## src/rtl/spi_xfer_sequencer.sv

```systemverilog
// APB master that drives a CORESPI slave port: control init, slave-select, per-byte TX/RX, release.
// Optional wait-state watchdog and sticky err flag when SPI_SEQ_TIMEOUT_EN is defined.
module spi_xfer_sequencer #(
    parameter logic [3:0] ADDR_CTRL   = 4'h0,
    parameter logic [3:0] ADDR_DATA   = 4'h8,
    parameter logic [3:0] ADDR_SS     = 4'hC,
    parameter logic [7:0] CTRL_INIT   = 8'h03,
    parameter int         TIMEOUT_CYC = 1024
) (
    input  logic       PCLK,
    input  logic       PRESET,
    input  logic       cmd_valid,
    output logic       cmd_ready,
    input  logic [7:0] cmd_ss,
    input  logic [3:0] cmd_len,
    input  logic       tx_valid,
    output logic       tx_ready,
    input  logic [7:0] tx_data,
    output logic       rx_valid,
    input  logic       rx_ready,
    output logic [7:0] rx_data,
    output logic       busy,
    output logic       done,
    output logic       err,
    input  logic       spi_tx_reg_empty,
    input  logic       spi_rx_data_ready,
    output logic       PSEL,
    output logic       PENABLE,
    output logic       PWRITE,
    output logic [3:0] PADDR,
    output logic [7:0] PWDATA,
    input  logic [7:0] PRDATA
);

    typedef enum logic [3:0] {
        INIT, IDLE, SS_SET, WAIT_TXE, TX_FETCH, TX_WR,
        WAIT_RXR, RX_RD, RX_PUSH, SS_CLR, FIN
    } state_t;

    state_t     state_reg, state_next;
    logic       live_reg;               // low during reset and the first cycle after it
    logic       acc_reg, acc_next;      // APB phase: 0 = SETUP, 1 = ACCESS
    logic [3:0] cnt_reg, cnt_next;
    logic [7:0] ss_reg, ss_next;
    logic [7:0] txb_reg, txb_next;
    logic [7:0] rxd_reg, rxd_next;
    logic       apb_go;
    logic       tmo_hit;

    always_ff @(posedge PCLK or posedge PRESET) begin
        if (PRESET) begin
            state_reg <= INIT;
            live_reg  <= 1'b0;
            acc_reg   <= 1'b0;
            cnt_reg   <= 4'd0;
            ss_reg    <= 8'h00;
            txb_reg   <= 8'h00;
            rxd_reg   <= 8'h00;
        end else begin
            state_reg <= state_next;
            live_reg  <= 1'b1;
            acc_reg   <= acc_next;
            cnt_reg   <= cnt_next;
            ss_reg    <= ss_next;
            txb_reg   <= txb_next;
            rxd_reg   <= rxd_next;
        end
    end

    always_comb begin
        state_next = state_reg;
        acc_next   = 1'b0;
        cnt_next   = cnt_reg;
        ss_next    = ss_reg;
        txb_next   = txb_reg;
        rxd_next   = rxd_reg;
        apb_go     = 1'b0;
        cmd_ready  = 1'b0;
        tx_ready   = 1'b0;
        rx_valid   = 1'b0;
        done       = 1'b0;
        PSEL       = 1'b0;
        PENABLE    = 1'b0;
        PWRITE     = 1'b0;
        PADDR      = 4'h0;
        PWDATA     = 8'h00;
        busy       = live_reg && (state_reg != IDLE);

        case (state_reg)
            INIT: begin
                if (live_reg) begin
                    apb_go = 1'b1;
                    PWRITE = 1'b1;
                    PADDR  = ADDR_CTRL;
                    PWDATA = CTRL_INIT;
                    if (acc_reg) state_next = IDLE;
                end
            end
            IDLE: begin
                cmd_ready = 1'b1;
                if (cmd_valid) begin
                    ss_next    = cmd_ss;
                    cnt_next   = cmd_len;
                    state_next = SS_SET;
                end
            end
            SS_SET: begin
                apb_go = 1'b1;
                PWRITE = 1'b1;
                PADDR  = ADDR_SS;
                PWDATA = ss_reg;
                if (acc_reg) state_next = WAIT_TXE;
            end
            WAIT_TXE: begin
                if (spi_tx_reg_empty) state_next = TX_FETCH;
                else if (tmo_hit)     state_next = SS_CLR;
            end
            TX_FETCH: begin
                tx_ready = 1'b1;
                if (tx_valid) begin
                    txb_next   = tx_data;
                    state_next = TX_WR;
                end
            end
            TX_WR: begin
                apb_go = 1'b1;
                PWRITE = 1'b1;
                PADDR  = ADDR_DATA;
                PWDATA = txb_reg;
                if (acc_reg) state_next = WAIT_RXR;
            end
            WAIT_RXR: begin
                if (spi_rx_data_ready) state_next = RX_RD;
                else if (tmo_hit)      state_next = SS_CLR;
            end
            RX_RD: begin
                apb_go = 1'b1;
                PADDR  = ADDR_DATA;
                if (acc_reg) begin
                    rxd_next   = PRDATA;
                    state_next = RX_PUSH;
                end
            end
            RX_PUSH: begin
                rx_valid = 1'b1;
                if (rx_ready) begin
                    if (cnt_reg == 4'd0) begin
                        state_next = SS_CLR;
                    end else begin
                        cnt_next   = cnt_reg - 4'd1;
                        state_next = WAIT_TXE;
                    end
                end
            end
            SS_CLR: begin
                apb_go = 1'b1;
                PWRITE = 1'b1;
                PADDR  = ADDR_SS;
                if (acc_reg) state_next = FIN;
            end
            FIN: begin
                done       = 1'b1;
                state_next = IDLE;
            end
            default: state_next = INIT;
        endcase

        // Every access is SETUP then ACCESS; the phase bit toggles only while an access is in progress.
        if (apb_go) begin
            PSEL     = 1'b1;
            PENABLE  = acc_reg;
            acc_next = ~acc_reg;
        end
    end

    assign rx_data = rxd_reg;

`ifdef SPI_SEQ_TIMEOUT_EN
    localparam int TMO_W = (TIMEOUT_CYC > 2) ? $clog2(TIMEOUT_CYC) : 1;

    logic [TMO_W-1:0] tmo_reg;
    logic             err_reg;
    logic             in_wait;
    logic             pace_ok;

    assign in_wait = (state_reg == WAIT_TXE) || (state_reg == WAIT_RXR);
    assign pace_ok = (state_reg == WAIT_TXE) ? spi_tx_reg_empty : spi_rx_data_ready;
    assign tmo_hit = in_wait && !pace_ok && (tmo_reg == TMO_W'(TIMEOUT_CYC - 1));

    // Counter is zero outside the wait states, so each entry starts a fresh window.
    always_ff @(posedge PCLK or posedge PRESET) begin
        if (PRESET) begin
            tmo_reg <= '0;
            err_reg <= 1'b0;
        end else begin
            if (in_wait && !pace_ok && !tmo_hit) tmo_reg <= tmo_reg + 1'b1;
            else                                 tmo_reg <= '0;
            if (state_reg == IDLE && cmd_valid)  err_reg <= 1'b0;
            else if (tmo_hit)                    err_reg <= 1'b1;
        end
    end

    assign err = err_reg;
`else
    logic [31:0] tmo_cfg_unused;
    assign tmo_cfg_unused = 32'(TIMEOUT_CYC);
    assign tmo_hit        = 1'b0;
    assign err            = 1'b0;
`endif

endmodule

```

## config.mk

```make
export PLATFORM = sky130hd
export DESIGN_NAME = spi_xfer_sequencer
export DESIGN_NICKNAME = d
export VERILOG_FILES = /design/src/rtl/spi_xfer_sequencer.sv
export SDC_FILE = /design/constraint.sdc
export NUM_CORES = 1
export LEC_CHECK = 0
export BUFFER_PORTS_ARGS = -buffer_cell sky130_fd_sc_hd__clkbuf_2
export CAP_MARGIN = 20
export CORE_ASPECT_RATIO = 0.8
export CORE_MARGIN = 8
export CORE_UTILIZATION = 50
export CTS_CLUSTER_SIZE = 20
export DETAILED_ROUTE_END_ITERATION = 12
export PLACE_DENSITY = 0.91
export SYNTH_ARGS = -nofsm -noshare
export SYNTH_HDL_FRONTEND = slang
export SYNTH_SLANG_ARGS = --single-unit
```

## constraint.sdc

```tcl
create_clock -name PCLK -period 4.8 [get_ports PCLK]
set_clock_uncertainty 0.1 [all_clocks]
set_input_delay 1.44 -clock PCLK [delete_from_list [all_inputs] [get_ports PCLK]]
set_output_delay 1.44 -clock PCLK [all_outputs]
set_load 0.005 [all_outputs]
```

==> impl_metrics.csv, run 1 <==
group,metric,value,unit
detailed_routing,vias,1539,
final_layout,fin_nets,273,
global_routing,grt-ovfl-total,0,
global_routing,grt_max_degree,35,
pwr,p_total,1400,µW
logic_synthesis,synth_top_family_by_area,"multiplexers",
floorplan,die_w,84.5,µm
logic_synthesis,synthTopCellsByArea,"dfrtp_1 (45%), mux2_2 (15%), a21oi_1 (3.5%), nor2_1 (2.6%), a22oi_1 (2.4%)",
logic_synthesis,synth_area,1870,µm²
timing,rsz0062_at_grt,"no",
logic_synthesis,yosys.area_share.simple,15.8,%
clock_tree,numCtsBuffers,5,
floorplan,initial_core_util,50.6,%
logic_synthesis,synth_compound_area_share,14.2,%
logic_synthesis,synth_mux_area_share,16.8,%
detailed_routing,dr.pass1.iters,5,
global_routing,antenna_found_initial,0,
clock_tree,cts-root-buf,"clkbuf_8",
pwr,ir_drop,312,µV
logic_synthesis,yosysWarnings,0,
detailed_routing,drt-initial-drc-count,102,
timing,fin_crit_sh,80.5,%
floorplan,dieHeight,70.8,µm
clock_tree,clock_path_buffers,2,
logic_synthesis,yosys-top-cells-count,"dfrtp_1 (34), mux2_2 (25), a21oi_1 (13), nor2_1 (13), nand2_1 (9)",
placed_design,gp_congestion,0.825,
timing,slew_headroom,42.9,%
global_routing,grt_use_met1,16.5,%
logic_synthesis,synth.distinct_cells,44,
logic_synthesis,synth_top_area_cell,"dfrtp_1",
detailed_routing,wl_per_cell,15.0,µm
final_layout,synthToLayoutAreaGrowth,19.6,%
timing,tightest_slew,0.856,ns
clock_tree,cts_resized,0,
floorplan,rows,20,
final_layout,drive_above_1_share,41.5,%
logic_synthesis,yosysSeqAreaShare,45.4,%
run,maxCapViolCount,0,
pwr,p_per_area,624,nW/µm²
clock_tree,cts-htree-levels,2,
setup_path,path_class,"reg -> out",
clock_tree,cts_tree,"done",
timing,max_freq,259,MHz
timing,slew_violations,0,
clock_tree,clock_latency,0.28,ns
detailed_routing,routed_wl,4200,µm
logic_synthesis,synth_edf_count,0,
timing,fin_crit,3.86,ns
final_layout,antenna_cells,0,
clock_tree,clock_sinks,34,
setup_path,start_kind,"register",
clock_tree,ctsHoldBuffers,0,
clock_tree,cts_setup_buffers,0,
detailed_routing,final_antenna_net_count,0,
setup_path,arrival,2.32,ns
global_routing,grt_util_met3,6.71,%
setup_path,crit_required,3.26,ns
detailed_routing,avgViaCountPerCell,5.50,
placed_design,port_buffers,60,
hold_path,hp-class,"reg -> reg",
global_routing,busiest_layer,"met2",
floorplan,io_pins,64,
final_layout,fillCellCount,334,
timing,fin_tns_setup,0,ns
detailed_routing,drc_errors,0,
logic_synthesis,ys.flop_type,"dfrtp_1",
placed_design,placed_area,2160,µm²
setup_path,cp-end-kind,"output pin",
logic_synthesis,synth.avg_cell_area,10.4,µm²
placed_design,place_ws,1.20,ns
logic_synthesis,synth_top_area_share,45.4,%
floorplan,core_area,3700,µm²
clock_tree,clkTransAtPathRegs,0.06,ns
global_routing,grt_pass1_wl,7110,µm
pwr,p_leak,0.00109,µW
global_routing,grt_usage,14.4,%
timing,worst_slack,0.938,ns
global_routing,grt_use_met2,24.0,%
logic_synthesis,synth_xor_area_share,0.467,%
logic_synthesis,synth_seq_cells,34,
timing,timing_hold_violations_final,0,
logic_synthesis,netlist_instances,180,
setup_path,path_max_fanout,23,
floorplan,dieArea,5980,µm²
placed_design,dp_hpwl,3200,µm
timing,setup_viol,0,
logic_synthesis,async_reset_ff_share,100,%
logic_synthesis,yosysMostFrequentCell,"dfrtp_1",
final_layout,fin_area,2240,µm²
outcome,status,"complete, no violations",
logic_synthesis,synthAdderAreaFrac,1.34,%
global_routing,grt_pass1_vias,1559,
layout by cell type, fill, tap and decap left out, types with 5 or more instances in the layout:
cell type,n
inv_1,6
dfrtp_1,34
nor2_1,13
o21ai_0,7
a21oi_1,13
nor3_1,5
nand2_1,9
clkbuf_8,5
clkbuf_2,60
a22oi_1,6
mux2_2,25
metrics by stage:
step,util (%),hold slack [ns],cells
after global placement,58.4,0.387,273
after CTS,60.5,0.402,280
after detailed placement,58.4,0.390,273
after global routing,60.5,0.427,280
after floorplan,-,0.358,182
final,60.5,0.402,280
cells by family after synthesis:
kind of cell / count (synthesis)
compound gates: 40
xor+xnor: 1
fa+ha+maj: 2
buf+inv: 20
flops: 34
mux: 28
other cells: 2
simple gates: 53
power by group:
part           switching (µW)  leakage [µW]  internal [µW]
clock network            94.8     0.0000438           97.1
logic                     286      0.000635            337
registers                 157      0.000410            425
total                     538       0.00109            860
worst paths after layout:
check,from,cells past startpoint,slack (ns),end
setup reg to reg,state_reg[3],4,2.38,state_reg[0]
hold / removal,acc_reg,1,0.40,acc_reg
hold reg to reg,acc_reg,1,0.40,acc_reg
min in group asynchronous,PRESET,3,1.12,rx_data[0]
max in group asynchronous,PRESET,3,3.18,txb_reg[0]
setup / recovery,state_reg[0],5,0.94,PWDATA[7]
layer usage:
layer / part of all wire [%] / wire length [µm]
met1: 42 / 1760
met2: 48 / 2010
met3: 9.5 / 398
met4: 0.52 / 22
met5: 0 / 0
critical path, stage by stage, from the launching register on:
cell	delay [ns]
dfrtp_1	0.74
inv_1	0.20
nor3b_1	0.65
a22oi_1	0.19
nor2_1	0.13
clkbuf_2	0.13
area by class of cell:
| type | count | area [µm²] | area share (%) |
|---|---|---|---|
| clock inverter | 2 | 10.0 | 0.447 |
| tap | 44 | 55.1 | 2.46 |
| multi-input combinational | 128 | 926 | 41.3 |
| inverter | 6 | 22.5 | 1.01 |
| sequential | 34 | 851 | 38.0 |
| timing repair buffer | 61 | 308 | 13.7 |
| clock buffer | 5 | 68.8 | 3.07 |
Note: power is estimated with default switching activity, not from simulation.
==> run 2, diff against run 1 <==
--- a/config.mk
+++ b/config.mk
@@ -5,6 +5,7 @@
 export SDC_FILE = /design/constraint.sdc
 export NUM_CORES = 1
 export LEC_CHECK = 0
+export ABC_AREA = 1
 export BUFFER_PORTS_ARGS = -buffer_cell sky130_fd_sc_hd__clkbuf_2
 export CAP_MARGIN = 20
 export CORE_ASPECT_RATIO = 0.8
==> constraint.sdc (replaced) <==
create_clock -name PCLK -period 3.6 [get_ports PCLK]
set_clock_uncertainty 0.1 [all_clocks]
set_input_delay 1.08 -clock PCLK [delete_from_list [all_inputs] [get_ports PCLK]]
set_output_delay 1.08 -clock PCLK [all_outputs]
set_load 0.005 [all_outputs]
==> impl_metrics.csv, run 2 <==
group,metric,value,unit
pwr,p_clk_share,14.4,%
setup_path,crit_slowest_cell,"dfrtp_1",
setup_path,r2r-start,"state_reg[2]",
pwr,p_switching,821,µW
outcome,status,"complete, no violations",
detailed_routing,vias,1604,
global_routing,grt_usage,14.6,%
global_routing,grt_pass1_wl,7120,µm
floorplan,io_pins,64,
detailed_routing,routed_wl,4260,µm
setup_path,cp_slowest_stage_delay,0.45,ns
final_layout,drive_above_1_share,36.6,%
timing,worst_slack,0.667,ns
pwr,p_int,1130,µW
final_layout,synthToLayoutAreaGrowth,22.3,%
setup_path,worstSetupStartpoint,"state_reg[2]",
floorplan,dieArea,5960,µm²
global_routing,grt-ovfl-total,0,
final_layout,regArea,851,µm²
placed_design,place_ws,0.983,ns
pwr,swShare,42.2,%
pwr,p_total,1950,µW
global_routing,grt_max_degree,35,
timing,rsz0062_at_grt,"no",
logic_synthesis,async_reset_ff_share,100,%
setup_path,arrival,1.75,ns
placed_design,dp_hpwl,3420,µm
logic_synthesis,yosysMostFrequentCell,"nand2_1",
setup_path,cp_cell_sequence,"nor2_2, nand2_1, o21ai_0, clkbuf_2",
clock_tree,ctsHoldBuffers,0,
timing,setup_viol,0,
setup_path,crit_required,2.42,ns
clock_tree,clock_latency,0.28,ns
final_layout,multiInputGateArea,862,µm²
global_routing,antenna_found_initial,0,
hold_path,hp-class,"reg -> reg",
setup_path,reg2reg_depth,5,
logic_synthesis,synthTopCellsByArea,"dfrtp_1 (46%), nand2_1 (9.9%), mux2_2 (9.7%), inv_1 (5.4%), nor2_1 (4.2%)",
hold_path,hold_depth,1,
floorplan,die_w,84.3,µm
logic_synthesis,synth.distinct_cells,26,
floorplan,dieHeight,70.7,µm
detailed_routing,dr.pass1.iters,4,
clock_tree,cts_resized,0,
floorplan,core_area,3680,µm²
pwr,p_leak,0.00130,µW
clock_tree,clock_sinks,34,
logic_synthesis,synth_area,1870,µm²
placed_design,gp_congestion,0.902,
clock_tree,cts_setup_buffers,0,
detailed_routing,final_antenna_net_count,0,
setup_path,path_max_fanout,10,
clock_tree,clock_path_buffers,2,
pwr,comb_power_share,50.5,%
detailed_routing,wl_per_cell,12.9,µm
hold_path,min-delay-start,"rx_data[6]",
logic_synthesis,netlist_instances,221,
detailed_routing,drt-initial-drc-count,107,
placed_design,post-place-cells,323,
setup_path,path_class,"reg -> out",
pwr,p_seq_share,35.0,%
detailed_routing,drc_errors,0,
pwr,p_per_area,853,nW/µm²
clock_tree,clkTransAtPathRegs,0.06,ns
setup_path,cp-end-kind,"output pin",
logic_synthesis,synth_top_area_share,45.6,%
logic_synthesis,synth_edf_count,0,
clock_tree,cts-root-buf,"clkbuf_8",
logic_synthesis,synth_seq_cells,34,
final_layout,layout_commonest_cell,"clkbuf_2",
logic_synthesis,yosysSeqAreaShare,45.6,%
setup_path,rrSetupSlack,1.89,ns
placed_design,port_buffers,60,
global_routing,grt_pass1_vias,1563,
detailed_routing,avgViaCountPerCell,4.85,
logic_synthesis,yosys-top-cells-count,"nand2_1 (49), dfrtp_1 (34), inv_1 (27), nor2_1 (21), mux2_2 (16)",
logic_synthesis,yosysWarnings,0,
setup_path,start_kind,"register",
clock_tree,cts_tree,"done",
pwr,ir_drop,400,µV
final_layout,stdcell_count,331,
timing,fin_tns_setup,0,ns
clock_tree,numCtsBuffers,5,
timing,timing.hold.ws,0.408,ns
final_layout,antenna_cells,0,
logic_synthesis,synth.avg_cell_area,8.45,µm²
timing,fin_crit,2.93,ns
logic_synthesis,ys.flop_type,"dfrtp_1",
final_layout,fillCellCount,323,
timing,max_freq,341,MHz
run,maxCapViolCount,0,
clock_tree,cts-htree-levels,2,
floorplan,rows,20,
timing,fin_crit_sh,81.5,%
floorplan,initial_core_util,50.7,%
setup_path,r2r-end,"ss_reg[1]",
timing,timing_hold_violations_final,0,
final_layout,layout_common_cells,"clkbuf_2 (60), nand2_1 (49), dfrtp_1 (34)",
hold_path,min_to,"rx_data[6]",
timing,slew_violations,0,
final_layout,fin_nets,323,
logic_synthesis,synth_top_area_cell,"dfrtp_1",
[run 2: cell types whose count changed after synthesis, moves of 5 or more]
cell     before  now
a22oi_1       6    0
o21ai_0       7   14
inv_1         6   27
nor2_1       13   21
nand3_1       3   15
mux2_2       25   16
a21oi_1      13    7
nor2_2        0    5
nand2_1       9   49
[run 2: cells by family after synthesis]
kind of cell | Yosys count | synth area share, %
simple gates | 104 | 25.5
other cells | 2 | 0.402
xor+xnor | 2 | 0.939
flops | 34 | 45.6
mux | 18 | 11.3
compound gates | 23 | 6.37
fa+ha+maj | 2 | 1.34
buf+inv | 36 | 8.65
[run 2: through the flow]
stage               util (%)  instance area [µm²]
floorplan                  -                 1870
global placement        59.6                 2190
detailed placement      59.6                 2190
CTS                     62.1                 2280
global route            62.1                 2280
finish                  62.1                 2280
[run 2: area by class of cell]
cell class	count	share of cell area (%)
clock buffers	7	3.78
clock inverters	1	0.219
inverters	31	5.10
multi-input cells	153	37.8
flip-flops and latches	34	37.3
well taps	44	2.41
repair buffers	61	13.5
[run 2: routing by layer]
layer,up-vias,track usage [%],wire length [µm],share of wire (%)
li1,823,-,-,-
met1,725,18.4,2000,47
met2,52,22.4,1920,45
met3,4,4.70,299,7.0
met4,0,5.93,36,0.85
met5,-,0,0,0
[run 2: power by group through the flow]
stage	Combinational (µW)	Clock (µW)	Sequential, µW
floorplan	703	0	658
global placement	975	0	672
detailed placement	988	0	689
CTS	993	288	682
global route	1120	306	706
finish	984	281	682
[run 2: how the worst max path moves through the flow]
stage                 to  slack [ns]  cells past startpoint
5_1_grt        PWDATA[2]        0.44                      4
6_report       PWDATA[2]        0.67                      4
3_3_place_gp   PWDATA[4]        1.06                      4
3_5_place_dp   PWDATA[2]        0.98                      4
4_1_cts        PWDATA[2]        0.67                      4
2_1_floorplan    PENABLE        1.22                      9
[run 2: worst max-delay path, delay by kind of cell (launching register included)]
family	cells	cell delay [ns]
buffers and inverters	1	0.15
AND/OR/NAND/NOR	2	0.65
flip-flops	1	0.45
AO/OA/AOI/OAI	1	0.23
==> run 3, diff against run 2 <==
==> constraint.sdc (replaced) <==
create_clock -name PCLK -period 2.7 [get_ports PCLK]
set_clock_uncertainty 0.1 [all_clocks]
set_input_delay 0.81 -clock PCLK [delete_from_list [all_inputs] [get_ports PCLK]]
set_output_delay 0.81 -clock PCLK [all_outputs]
set_load 0.005 [all_outputs]
==> impl_metrics.csv, run 3 (synthesis results as in run 2) <==
group,metric,value,unit
pwr,swShare,40.6,%
timing,slew_headroom,64.7,%
final_layout,layout_common_cells,"clkbuf_2 (60), nand2_1 (49), dfrtp_1 (32)",
timing,timing_hold_violations_final,0,
pwr,comb_power_share,49.8,%
detailed_routing,vias,1632,
setup_path,path_max_fanout,8,
hold_path,hp-class,"reg -> reg",
floorplan,die_w,84.3,µm
placed_design,dp_hpwl,3490,µm
detailed_routing,drc_errors,0,
floorplan,core_area,3680,µm²
detailed_routing,final_antenna_net_count,0,
final_layout,finish.utilization,63.0,%
setup_path,crit_top_cell,"nand2_1",
timing,timing.hold.ws,0.406,ns
timing,setup_viol,0,
setup_path,crit_buf_inv,3,
global_routing,grt-ovfl-total,0,
global_routing,grt_pass1_vias,1565,
final_layout,drive_above_1_share,37.4,%
final_layout,antenna_cells,0,
timing,tightest_slew,0.529,ns
floorplan,initial_core_util,50.7,%
pwr,p_int,1600,µW
pwr,p_seq_share,33.8,%
detailed_routing,drt-initial-drc-count,99,
pwr,p_clk_share,16.4,%
final_layout,fillCellCount,335,
clock_tree,cts-htree-levels,2,
setup_path,worst_path_dominant_cell_family,"simple AND/OR/NAND/NOR gates",
setup_path,cp_cell_sequence,"nand2_1, nor2_1, a21oi_2, inv_2, nor2_2, nand3_1, nand2_1, inv_1, clkbuf_2",
run,maxCapViolCount,0,
clock_tree,ctsHoldBuffers,0,
pwr,p_leak,0.00131,µW
placed_design,port_buffers,60,
detailed_routing,wl_per_cell,12.7,µm
setup_path,cp_slowest_stage_delay,0.46,ns
detailed_routing,routed_wl,4240,µm
timing,slew_violations,0,
clock_tree,clock_sinks,34,
setup_path,arrival,1.63,ns
floorplan,dieArea,5960,µm²
detailed_routing,dr.pass1.iters,5,
floorplan,dieHeight,70.7,µm
clock_tree,cts-root-buf,"clkbuf_8",
clock_tree,cts_tree,"done",
pwr,ir_drop,529,µV
clock_tree,clock_path_buffers,2,
pwr,p_per_area,1160,nW/µm²
final_layout,synthToLayoutAreaGrowth,24.1,%
timing,fin_tns_setup,0,ns
outcome,status,"complete, no violations",
final_layout,fin_nets,325,
setup_path,cp-end-kind,"output pin",
timing,rsz0062_at_grt,"no",
final_layout,layout_commonest_cell,"clkbuf_2",
clock_tree,clkTransAtPathRegs,0.06,ns
detailed_routing,avgViaCountPerCell,4.90,
setup_path,crit_required,1.79,ns
floorplan,rows,20,
pwr,p_switching,1090,µW
placed_design,gp_congestion,0.914,
clock_tree,clock_latency,0.28,ns
global_routing,grt_max_degree,22,
floorplan,io_pins,64,
timing,max_freq,393,MHz
global_routing,grt_pass1_wl,7040,µm
timing,fin_crit,2.54,ns
timing,fin_crit_sh,94.2,%
clock_tree,numCtsBuffers,5,
setup_path,start_kind,"register",
setup_path,crit_slowest_cell,"dfrtp_2",
setup_path,path_class,"reg -> out",
global_routing,grt_usage,14.3,%
global_routing,antenna_found_initial,0,
run 3: path summary, 6_finish.rpt:
check / start / end / slack, ns / depth (start not counted)
max: state_reg[0] / PENABLE / 0.16 / 9
min: rx_data[1] / rx_data[1] / 0.41 / 1
max reg2reg: state_reg[1] / cnt_reg[0] / 0.95 / 8
min reg2reg: rx_data[1] / rx_data[1] / 0.41 / 1
max in group asynchronous: PRESET / ss_reg[5] / 1.40 / 3
min in group asynchronous: PRESET / rx_data[2] / 0.44 / 2
run 3: final cells by class:
cell class,instances,area (µm²),share of cell area [%]
Multi-Input combinational cell,153,862,37.2
Sequential cell,34,853,36.8
Timing Repair Buffer,63,323,13.9
Inverter,31,116,5.02
Clock buffer,7,76.3,3.30
Tap cell,44,55.1,2.38
Clock inverter,1,30.0,1.30
run 3: timing repair:
| action | 4_1_cts | 5_1_grt |
|---|---|---|
| endpoints found under the setup margin | 0 | 1 |
| buffers inserted | 0 | 1 |
| gates resized for setup | 0 | 2 |
| hold endpoints to repair | 0 | 0 |
run 3: layer usage:
| layer | global-route usage [%] | routed length [µm] | up-vias |
|---|---|---|---|
| met2 | 22.9 | 1980 | 55 |
| met4 | 5.35 | 67 | 0 |
| li1 | - | - | 829 |
| met1 | 16.6 | 1840 | 741 |
| met5 | 0 | 0 | - |
| met3 | 6.08 | 350 | 7 |
run 3: worst reg2reg max path, delay by kind of cell (launching register included):
family	cells	cell delay [ns]
AND/OR/NAND/NOR	6	0.91
flip-flops	1	0.41
AO/OA/AOI/OAI	1	0.09
buffers and inverters	1	0.15
run 3: power groups by stage:
stage	Clock, µW	Sequential, µW	Combinational, µW
5_1_grt	478	938	1520
3_3_place_gp	0	897	1310
3_5_place_dp	0	917	1330
2_1_floorplan	0	877	938
6_report	442	909	1340
4_1_cts	451	908	1340
run 3: per-stage QoR:
| stage | setup slack [ns] | total power (µW) | instances | cell area, µm² |
|---|---|---|---|---|
| after floorplan | 0.591 | 1810 | 223 | 1870 |
| after global placement | 0.454 | 2210 | 324 | 2200 |
| after detailed placement | 0.435 | 2250 | 324 | 2200 |
| after CTS | 0.134 | 2700 | 332 | 2310 |
| after global routing | 0.0373 | 2940 | 333 | 2320 |
| final | 0.158 | 2690 | 333 | 2320 |
